<file path="src/rtl/turing_pkg.sv">
// rtl/turing_pkg.sv - shared types and constants for the program sequencer
package turing_pkg;

    // Sequencer FSM states
    typedef enum logic [1:0] {
        ST_IDLE  = 2'd0,
        ST_FETCH = 2'd1,
        ST_EXEC  = 2'd2
    } state_t;

    // Opcode field inst[7:6]
    localparam logic [1:0] OP_IMM  = 2'b00;
    localparam logic [1:0] OP_CALC = 2'b01;
    localparam logic [1:0] OP_COPY = 2'b10;
    localparam logic [1:0] OP_COND = 2'b11;

    // Condition codes inst[2:0], evaluated on reg3 as a signed byte
    localparam logic [2:0] CC_NEVER  = 3'b000;
    localparam logic [2:0] CC_EQ     = 3'b001;
    localparam logic [2:0] CC_LT     = 3'b010;
    localparam logic [2:0] CC_LE     = 3'b011;
    localparam logic [2:0] CC_ALWAYS = 3'b100;
    localparam logic [2:0] CC_NE     = 3'b101;
    localparam logic [2:0] CC_GE     = 3'b110;
    localparam logic [2:0] CC_GT     = 3'b111;

    // Extract the opcode field from an instruction byte
    function automatic logic [1:0] opcode_of(input logic [7:0] instr);
        return instr[7:6];
    endfunction

endpackage

</file>
<file path="src/rtl/cond_eval.sv">
// rtl/cond_eval.sv - combinational branch-condition evaluation on a signed byte
module cond_eval
    import turing_pkg::*;
(
    input  logic [2:0] cond,
    input  logic [7:0] value,
    output logic       taken
);

    logic w_zero;
    logic w_neg;

    assign w_zero = (value == 8'h00);
    assign w_neg  = value[7];

    // Decode the condition code against the sign/zero flags of value
    always_comb begin
        taken = 1'b0;
        unique case (cond)
            CC_NEVER:  taken = 1'b0;
            CC_EQ:     taken = w_zero;
            CC_LT:     taken = w_neg;
            CC_LE:     taken = w_neg | w_zero;
            CC_ALWAYS: taken = 1'b1;
            CC_NE:     taken = ~w_zero;
            CC_GE:     taken = ~w_neg;
            CC_GT:     taken = ~w_neg & ~w_zero;
            default:   taken = 1'b0;
        endcase
    end

endmodule

</file>
<file path="src/rtl/program_sequencer.sv">
// rtl/program_sequencer.sv - fetch/execute program sequencer with conditional branch
module program_sequencer
    import turing_pkg::*;
(
    input  logic       clk,
    input  logic       rst,
    input  logic       start,
    input  logic       stop,
    output logic       mem_req,
    output logic [7:0] mem_addr,
    input  logic       mem_ack,
    input  logic [7:0] mem_rdata,
    output logic [7:0] inst,
    output logic       inst_valid,
    input  logic [7:0] reg0,
    input  logic [7:0] reg3,
    output logic [7:0] pc,
    output logic       busy
);

    state_t     r_state;
    state_t     w_state_next;
    logic [7:0] r_pc;
    logic [7:0] r_inst;
    logic [7:0] w_pc_next;
    logic       w_taken;
    logic       w_branch;

    // Condition is always decoded from the held instruction; it only matters in EXEC
    cond_eval u_cond_eval (
        .cond  (r_inst[2:0]),
        .value (reg3),
        .taken (w_taken)
    );

    assign w_branch  = (opcode_of(r_inst) == OP_COND) && w_taken;
    assign w_pc_next = w_branch ? reg0 : (r_pc + 8'd1);

    assign mem_addr = r_pc;
    assign pc       = r_pc;
    assign inst     = r_inst;

    // State register; reset overrides every other input
    always_ff @(posedge clk) begin
        if (rst) begin
            r_state <= ST_IDLE;
        end else begin
            r_state <= w_state_next;
        end
    end

    // Next-state and state-decoded outputs; acks outside FETCH never advance the FSM
    always_comb begin
        w_state_next = r_state;
        mem_req      = 1'b0;
        inst_valid   = 1'b0;
        busy         = 1'b1;
        unique case (r_state)
            ST_IDLE: begin
                busy = 1'b0;
                if (start) begin
                    w_state_next = ST_FETCH;
                end
            end
            ST_FETCH: begin
                mem_req = 1'b1;
                if (mem_ack) begin
                    w_state_next = ST_EXEC;
                end
            end
            ST_EXEC: begin
                inst_valid   = 1'b1;
                w_state_next = stop ? ST_IDLE : ST_FETCH;
            end
            default: begin
                busy         = 1'b0;
                w_state_next = ST_IDLE;
            end
        endcase
    end

    // Instruction capture on the ack cycle and pc update at the end of EXEC
    always_ff @(posedge clk) begin
        if (rst) begin
            r_pc   <= 8'h00;
            r_inst <= 8'h00;
        end else begin
            if ((r_state == ST_FETCH) && mem_ack) begin
                r_inst <= mem_rdata;
            end
            if (r_state == ST_EXEC) begin
                r_pc <= w_pc_next;
            end
        end
    end

endmodule

</file>
<file path="config.mk">
export PLATFORM = sky130hd
export DESIGN_NAME = program_sequencer
export DESIGN_NICKNAME = d
export VERILOG_FILES = /design/src/rtl/turing_pkg.sv /design/src/rtl/cond_eval.sv /design/src/rtl/program_sequencer.sv
export SDC_FILE = /design/constraint.sdc
export NUM_CORES = 1
export LEC_CHECK = 0
export BUFFER_PORTS_ARGS = -buffer_cell sky130_fd_sc_hd__buf_2
export CAP_MARGIN = 10
export CORE_MARGIN = 10
export CORE_UTILIZATION = 49
export CTS_BUF_LIST = sky130_fd_sc_hd__clkbuf_2 sky130_fd_sc_hd__clkbuf_4 sky130_fd_sc_hd__clkbuf_8
export DETAILED_ROUTE_END_ITERATION = 10
export MAX_ROUTING_LAYER = met4
export PLACE_DENSITY = 0.87
export SETUP_SLACK_MARGIN = 0.15
export SYNTH_ARGS = -nofsm -noshare
export SYNTH_HDL_FRONTEND = slang
export SYNTH_SLANG_ARGS = --single-unit
</file>
<file path="constraint.sdc">
create_clock -name clk -period 4.45 [get_ports clk]
set_input_delay 0.445 -clock clk [delete_from_list [all_inputs] [get_ports clk]]
set_output_delay 0.445 -clock clk [all_outputs]
set_load 0.005 [all_outputs]
</file>
==> metrics.txt, run 1 <==
Crit path max-delay family=simple AND/OR/NAND/NOR gates; period utilization=41.1%; largest cells by area after synthesis=sky130_fd_sc_hd__dfxtp_1, sky130_fd_sc_hd__nand3_1, sky130_fd_sc_hd__ha_1, sky130_fd_sc_hd__buf_4, sky130_fd_sc_hd__nand2_1; post-detailed-route count of antenna-violating nets=0; outcome=complete, no violations; Worst-Margin Slew=0.414 ns; Tot Pwr=around 370 uW; number of buffer and inverter stages on the critical path=2; diodes inserted=0; global routing usage summed across all routing layers=14.0%; final net count=209; CP max-delay cell=sky130_fd_sc_hd__ha_1; number of antenna violations at the first check in global routing=0; starting density of the core=between 50% and 60%; vias in the first global route=~1100; Gates resized, CTS repair=0; worst hold path class=input port to register; total number of cells along the worst setup path=7; clk buf depth=2; register bit total from synthesis=18; cell breakdown of the critical path=inv_1, ha_1, inv_1, nor2_1, nand3_1, nor4_1, a311o_1; required time of the critical path=~4.7 ns; total setup violations reported at the end of the flow=0; Top Ports=56; total congestion overflow after global routing=0; total count of hold-check failures in the final report=0; Pre-Repair DR Iteration Count=4; post-synthesis cell type with the largest combined area=sky130_fd_sc_hd__dfxtp_1; share of the synthesized area in the top cell type=35.2%; Placed Cells incl. Taps=197; Post-CTS Setup Bufs=0; GP Congestion=0.835; clock buffer count from CTS=3; Layout Area Growth over Synthesis=25.5%; worst skew pair latency=roughly 0.29 ns; DIE AREA=4320 sq um; most frequent CP cell=sky130_fd_sc_hd__inv_1; Arr. time, crit path=about 2.1 ns; Vias/cell=5.45; setup_tns=0 ns; total number of clock tree sinks=18; HPWL after detailed placement=2370 um; count of mapped cells out of synthesis=129; Worst setup startpoint=r_state[0]; capture instance of the worst register-to-register path=mem_addr[6]; Synth cell types=30; critical path class=register to register; final design utilization=64.9%; dpl ws=2.53 ns; clock input transition at the sequential cells of the worst setup and hold paths=0.11 ns; number of non-filler instances in the completed layout=201; number of warnings printed during yosys synthesis=0; number of core rows=16; count of buffers from port buffering=55; power density of the placed cells=just under 300 nW/um^2; LEAKAGE=0.632 nW; CTS tree=built; total wire length after detailed routing=2880 um; total placed instance area=around 1200 sq um; Die Wd=65.7 um; Max VDD drop=approximately 0.21 mV; layout cell share with drive strength beyond 1=35.6%; sequential element share of the synthesized area=35.2%; area of all placed cells without fillers=approximately 1300 sq um; maximum number of pins on one net before global-route repair=18; wire length of the first global-routing pass=4780 um; most frequent cells in the layout=sky130_fd_sc_hd__buf_2, sky130_fd_sc_hd__dfxtp_1, sky130_fd_sc_hd__nand2_1; nature of the critical path startpoint=register; smallest hold slack=0.388 ns; type of destination of the critical path=register; top achievable clock speed=546 MHz; via count=1095; routed length per placed instance=14.3 um; number of buffers inserted by hold repair at cts=0; worst setup path end=mem_addr[6]; maximum clock skew at final layout=0.00377 ns; H-Tree Level Count=1; combined area of all synthesized cells=about 1000 sq um; post-synthesis net count=about 160; CP max FO=11; Max-Cap Viols=0; worst setup slack after layout=approximately 2.6 ns; origin of the critical flop-to-flop path=r_state[0]; most common cell after layout, fill and taps aside=sky130_fd_sc_hd__buf_2; worst rel slew slack=72.4%; number of DRC violations after detailed-routing iteration 0=33; RSZ-0062 raised after global routing=false; Die Ht=65.7 um; Synth Area per Inst=7.94 sq um; Reg2Reg Depth=7; slack of the worst reg-to-reg path=2.62 ns; Final Max Tran Viols=0; core area=1980 sq um; CTS Root Cell=sky130_fd_sc_hd__clkbuf_4; post-layout min period=1.83 ns; critical path's largest stage delay=between 0.3 and 0.4 ns; DRC Markers=0
==> sequential cells by signal, summed over array words and instances (netlist names) <==
register,flops
mem_addr,8
inst,8
r_state,2
==> worst min-delay path by stage <==
| stage | startpoint | to | slack (ns) | cells after the start |
|---|---|---|---|---|
| floorplan | inst[3] | inst[3] | 0.45 | 2 |
| global placement | inst[5] | inst[5] | 0.44 | 2 |
| detailed placement | inst[3] | inst[3] | 0.45 | 2 |
| CTS | mem_rdata[2] | inst[2] | 0.38 | 3 |
| global route | reg0[7] | mem_addr[7] | 0.38 | 2 |
| finish | mem_rdata[2] | inst[2] | 0.39 | 3 |
==> where the power goes <==
group,switching (mW),internal (mW)
logic,0.0503,0.0416
clock network,0.0511,0.0498
registers,0.00936,0.172
total,0.111,0.263
==> metal layers <==
| layer | part of all wire (%) | routed length [um] | vias to the layer above | global-route usage (%) |
|---|---|---|---|---|
| met4 | 1.2 | 34 | 0 | 4.55 |
| met5 | 0 | 0 | - | - |
| met1 | 39 | 1130 | 490 | 14.9 |
| met2 | 50 | 1450 | 49 | 23.3 |
| met3 | 9.4 | 271 | 4 | 5.25 |
| li1 | - | - | 552 | - |
==> area by class of cell <==
cell class,count,area [sq um]
clock buffers,4,36.3
fillers,190,696
inverters,4,15.0
multi-input cells,93,566
flip-flops and latches,18,360
well taps,27,33.8
repair buffers,55,275
==> synthesized netlist by cell type <==
library cell               number
sky130_fd_sc_hd__and4_1         1
sky130_fd_sc_hd__a311oi_1       3
sky130_fd_sc_hd__clkbuf_1       5
sky130_fd_sc_hd__nor2b_1        2
sky130_fd_sc_hd__and2_1         1
sky130_fd_sc_hd__nand2b_1       1
sky130_fd_sc_hd__or3_1          1
sky130_fd_sc_hd__mux2i_1        4
sky130_fd_sc_hd__o22a_1         1
sky130_fd_sc_hd__nor4_1         2
sky130_fd_sc_hd__and2_0         1
sky130_fd_sc_hd__nand3_1       14
sky130_fd_sc_hd__nor2_1         9
sky130_fd_sc_hd__a41oi_1        1
sky130_fd_sc_hd__a31o_2         2
sky130_fd_sc_hd__nor4_2         1
sky130_fd_sc_hd__o21ai_0        7
sky130_fd_sc_hd__buf_2          1
sky130_fd_sc_hd__a21oi_1        9
sky130_fd_sc_hd__nand2_1       16
sky130_fd_sc_hd__nor3b_1        2
sky130_fd_sc_hd__ha_1           5
sky130_fd_sc_hd__buf_4          8
sky130_fd_sc_hd__a21o_1         1
sky130_fd_sc_hd__and3_1         2
sky130_fd_sc_hd__a311o_1        2
sky130_fd_sc_hd__a31oi_1        1
sky130_fd_sc_hd__dfxtp_1       18
sky130_fd_sc_hd__inv_1          4
sky130_fd_sc_hd__o22ai_1        4
==> worst reg2reg max path, cell delays in order (launching register included) <==
cell and delay, ns:
sky130_fd_sc_hd__dfxtp_1 0.34, sky130_fd_sc_hd__inv_1 0.10, sky130_fd_sc_hd__ha_1 0.38, sky130_fd_sc_hd__inv_1 0.20, sky130_fd_sc_hd__nor2_1 0.23, sky130_fd_sc_hd__nand3_1 0.13
sky130_fd_sc_hd__nor4_1 0.25, sky130_fd_sc_hd__a311o_1 0.16
==> cell families (layout without fill, tap and decap cells) <==
family / count (synthesis) / in the layout / synth area share, %
AOI/OAI and AO/OA: 31 / 31 / 19.5
adders and majority gates: 5 / 5 / 6.11
buffers and inverters: 18 / 63 / 9.65
DFF: 18 / 18 / 35.2
muxes: 4 / 4 / 3.91
and+or+nand+nor: 53 / 53 / 25.6
(Power assumes the default switching activity.)
==> run 2, diff against run 1 <==
Settings changed: CORE_ASPECT_RATIO set to 1.75, CORE_UTILIZATION 49 to 41, PLACE_DENSITY 0.87 to 0.77.
Clock period 4.45 ns to 1.6 ns, I/O delays scaled along.
==> run 2 against run 1 <==
First-iteration DRC count decreased by 61%. Hold slack got worse by 0.25 ns. Register-to-register slack got worse by 2.5 ns. Sequential power increased to 2.8 times the previous value. Sequential share of layout area decreased by 2.4 points. Power increased to 3.2 times the previous value. Via count increased by 6.1%. Non-clock buffer count increased by 7. Combinational power increased to 3.3 times the previous value. Clock skew decreased by 0.0026 ns. Core utilization decreased by 3.1 points.
==> metrics.txt, run 2 (synthesized netlist as in run 1, its figures left out) <==
LEAKAGE=0.682 nW; wire length of the first global-routing pass=5260 um; most common cell after layout, fill and taps aside=sky130_fd_sc_hd__buf_2; vias in the first global route=1284; Hold Startpoint=mem_rdata[2]; Pre-Repair DR Iteration Count=4; worst rel slew slack=about four fifths; Max VDD drop=0.624 mV; Crit path max-delay family=flip-flops; area of all placed cells without fillers=1440 sq um; DIE AREA=approximately 5000 sq um; HPWL after detailed placement=2570 um; post-detailed-route count of antenna-violating nets=0; via count=1162; global routing usage summed across all routing layers=13.1%; total number of clock tree sinks=18; routed length per placed instance=between 15 and 20 um; Top Ports=56; origin of the critical flop-to-flop path=inst[2]; slack of the worst reg-to-reg path=0.13 ns; H-Tree Level Count=1; nature of the critical path startpoint=register; cell breakdown of the critical path=and3_4, a41oi_2, buf_4, nand3_2, mux2i_1, o22ai_1; critical path class=register to register; required time of the critical path=1.74 ns; Final Max Tran Viols=0; RSZ-0062 raised after global routing=true; total count of hold-check failures in the final report=0; GP Congestion=roughly 0.83; total congestion overflow after global routing=0; maximum clock skew at final layout=about 0.0011 ns; number of DRC violations after detailed-routing iteration 0=13; diodes inserted=0; CP max FO=5; worst skew pair latency=about 0.26 ns; Reg2Reg Depth=6; power density of the placed cells=830 nW/um^2; Max-Cap Viols=0; number of buffer and inverter stages on the critical path=1; count of buffers from port buffering=55; capture instance of the worst register-to-register path=mem_addr[4]; Layout Area Growth over Synthesis=40.7%; endpoint of the worst hold-timing path=inst[2]; most frequent cells in the layout=sky130_fd_sc_hd__buf_2, sky130_fd_sc_hd__nand2_1, sky130_fd_sc_hd__nand3_1; period utilization=91.9%; Arr. time, crit path=1.61 ns; CTS tree=built; starting density of the core=44.0%; Die Wd=57.8 um; outcome=complete, no violations; top achievable clock speed=680 MHz; final net count=216; clock input transition at the sequential cells of the worst setup and hold paths=0.07 ns; clock buffer count from CTS=3; core area=2330 sq um; total setup violations reported at the end of the flow=0; maximum number of pins on one net before global-route repair=18; setup_tns=0 ns; layout cell share with drive strength beyond 1=49.7%; critical path's largest stage delay=between 0.3 and 0.4 ns; CP max-delay cell=sky130_fd_sc_hd__dfxtp_2; Die Ht=86.1 um; Worst-Margin Slew=~0.32 ns; type of destination of the critical path=register; total wire length after detailed routing=3160 um; post-layout min period=1.47 ns; DRC Markers=0; hold path depth=3; CTS Root Cell=sky130_fd_sc_hd__clkbuf_8; number of core rows=23; total placed instance area=roughly 1300 sq um; total number of cells along the worst setup path=6; number of antenna violations at the first check in global routing=0; clk buf depth=2; worst hold path class=input port to register; Vias/cell=5.64
[run 2: cell count changes in the layout (fill, tap and decap cells not counted), sizes merged]
| cell | before | now |
|---|---|---|
| buf | 55 | 62 |
[run 2: timing repair]
action                     in CTS  in global routing
hold endpoints to repair        0                  0
resized for setup              10                  8
pin swaps                       5                  3
hold buffers                    0                  0
setup endpoints to repair       9                 10
setup buffers                   2                  1
[run 2: worst max-delay path by stage]
stage	start	end	slack, ns
floorplan	r_state[0]	mem_addr[7]	0.15
global placement	reg3[3]	mem_addr[7]	0.06
detailed placement	reg3[3]	mem_addr[4]	-0.004
CTS	inst[2]	mem_addr[4]	0.12
global route	inst[0]	mem_addr[0]	0.06
finish	inst[2]	mem_addr[4]	0.13
[run 2: routing by layer]
layer | vias up | global-route usage [%] | part of all wire [%]
met4 | 0 | 7.08 | 3.3
met2 | 55 | 23.8 | 52
li1 | 559 | - | -
met1 | 536 | 10.2 | 34
met5 | - | - | 0
met3 | 12 | 6.06 | 10
[run 2: final cells by class]
cell class	instances	area, sq um
Inverter	4	17.5
Tap cell	25	31.3
Timing Repair Buffer	62	332
Sequential cell	18	369
Clock buffer	4	55.1
Fill cell	223	890
Multi-Input combinational cell	93	637
[run 2: worst min-delay path, cell delays in order]
cell and delay, ns:
sky130_fd_sc_hd__buf_2 0.10, sky130_fd_sc_hd__nand3_1 0.05, sky130_fd_sc_hd__a21oi_1 0.05
[run 2: report_power, final]
part	switching [mW]	internal, mW
registers	0.0298	0.483
logic	0.159	0.148
clock network	0.159	0.219
[run 2: per-stage QoR]
step | worst slack, ns | std cells | util [%] | power [mW] | hold WS (ns)
after global routing | 0.0556 | 206 | 61.8 | 1.27 | 0.147
after floorplan | 0.147 | 129 | - | 0.679 | 0.300
after detailed placement | -0.00434 | 199 | 55.9 | 0.796 | 0.413
after global placement | 0.0625 | 199 | 55.9 | 0.783 | 0.403
after CTS | 0.120 | 205 | 60.7 | 1.19 | 0.144
final | 0.130 | 206 | 61.8 | 1.20 | 0.141
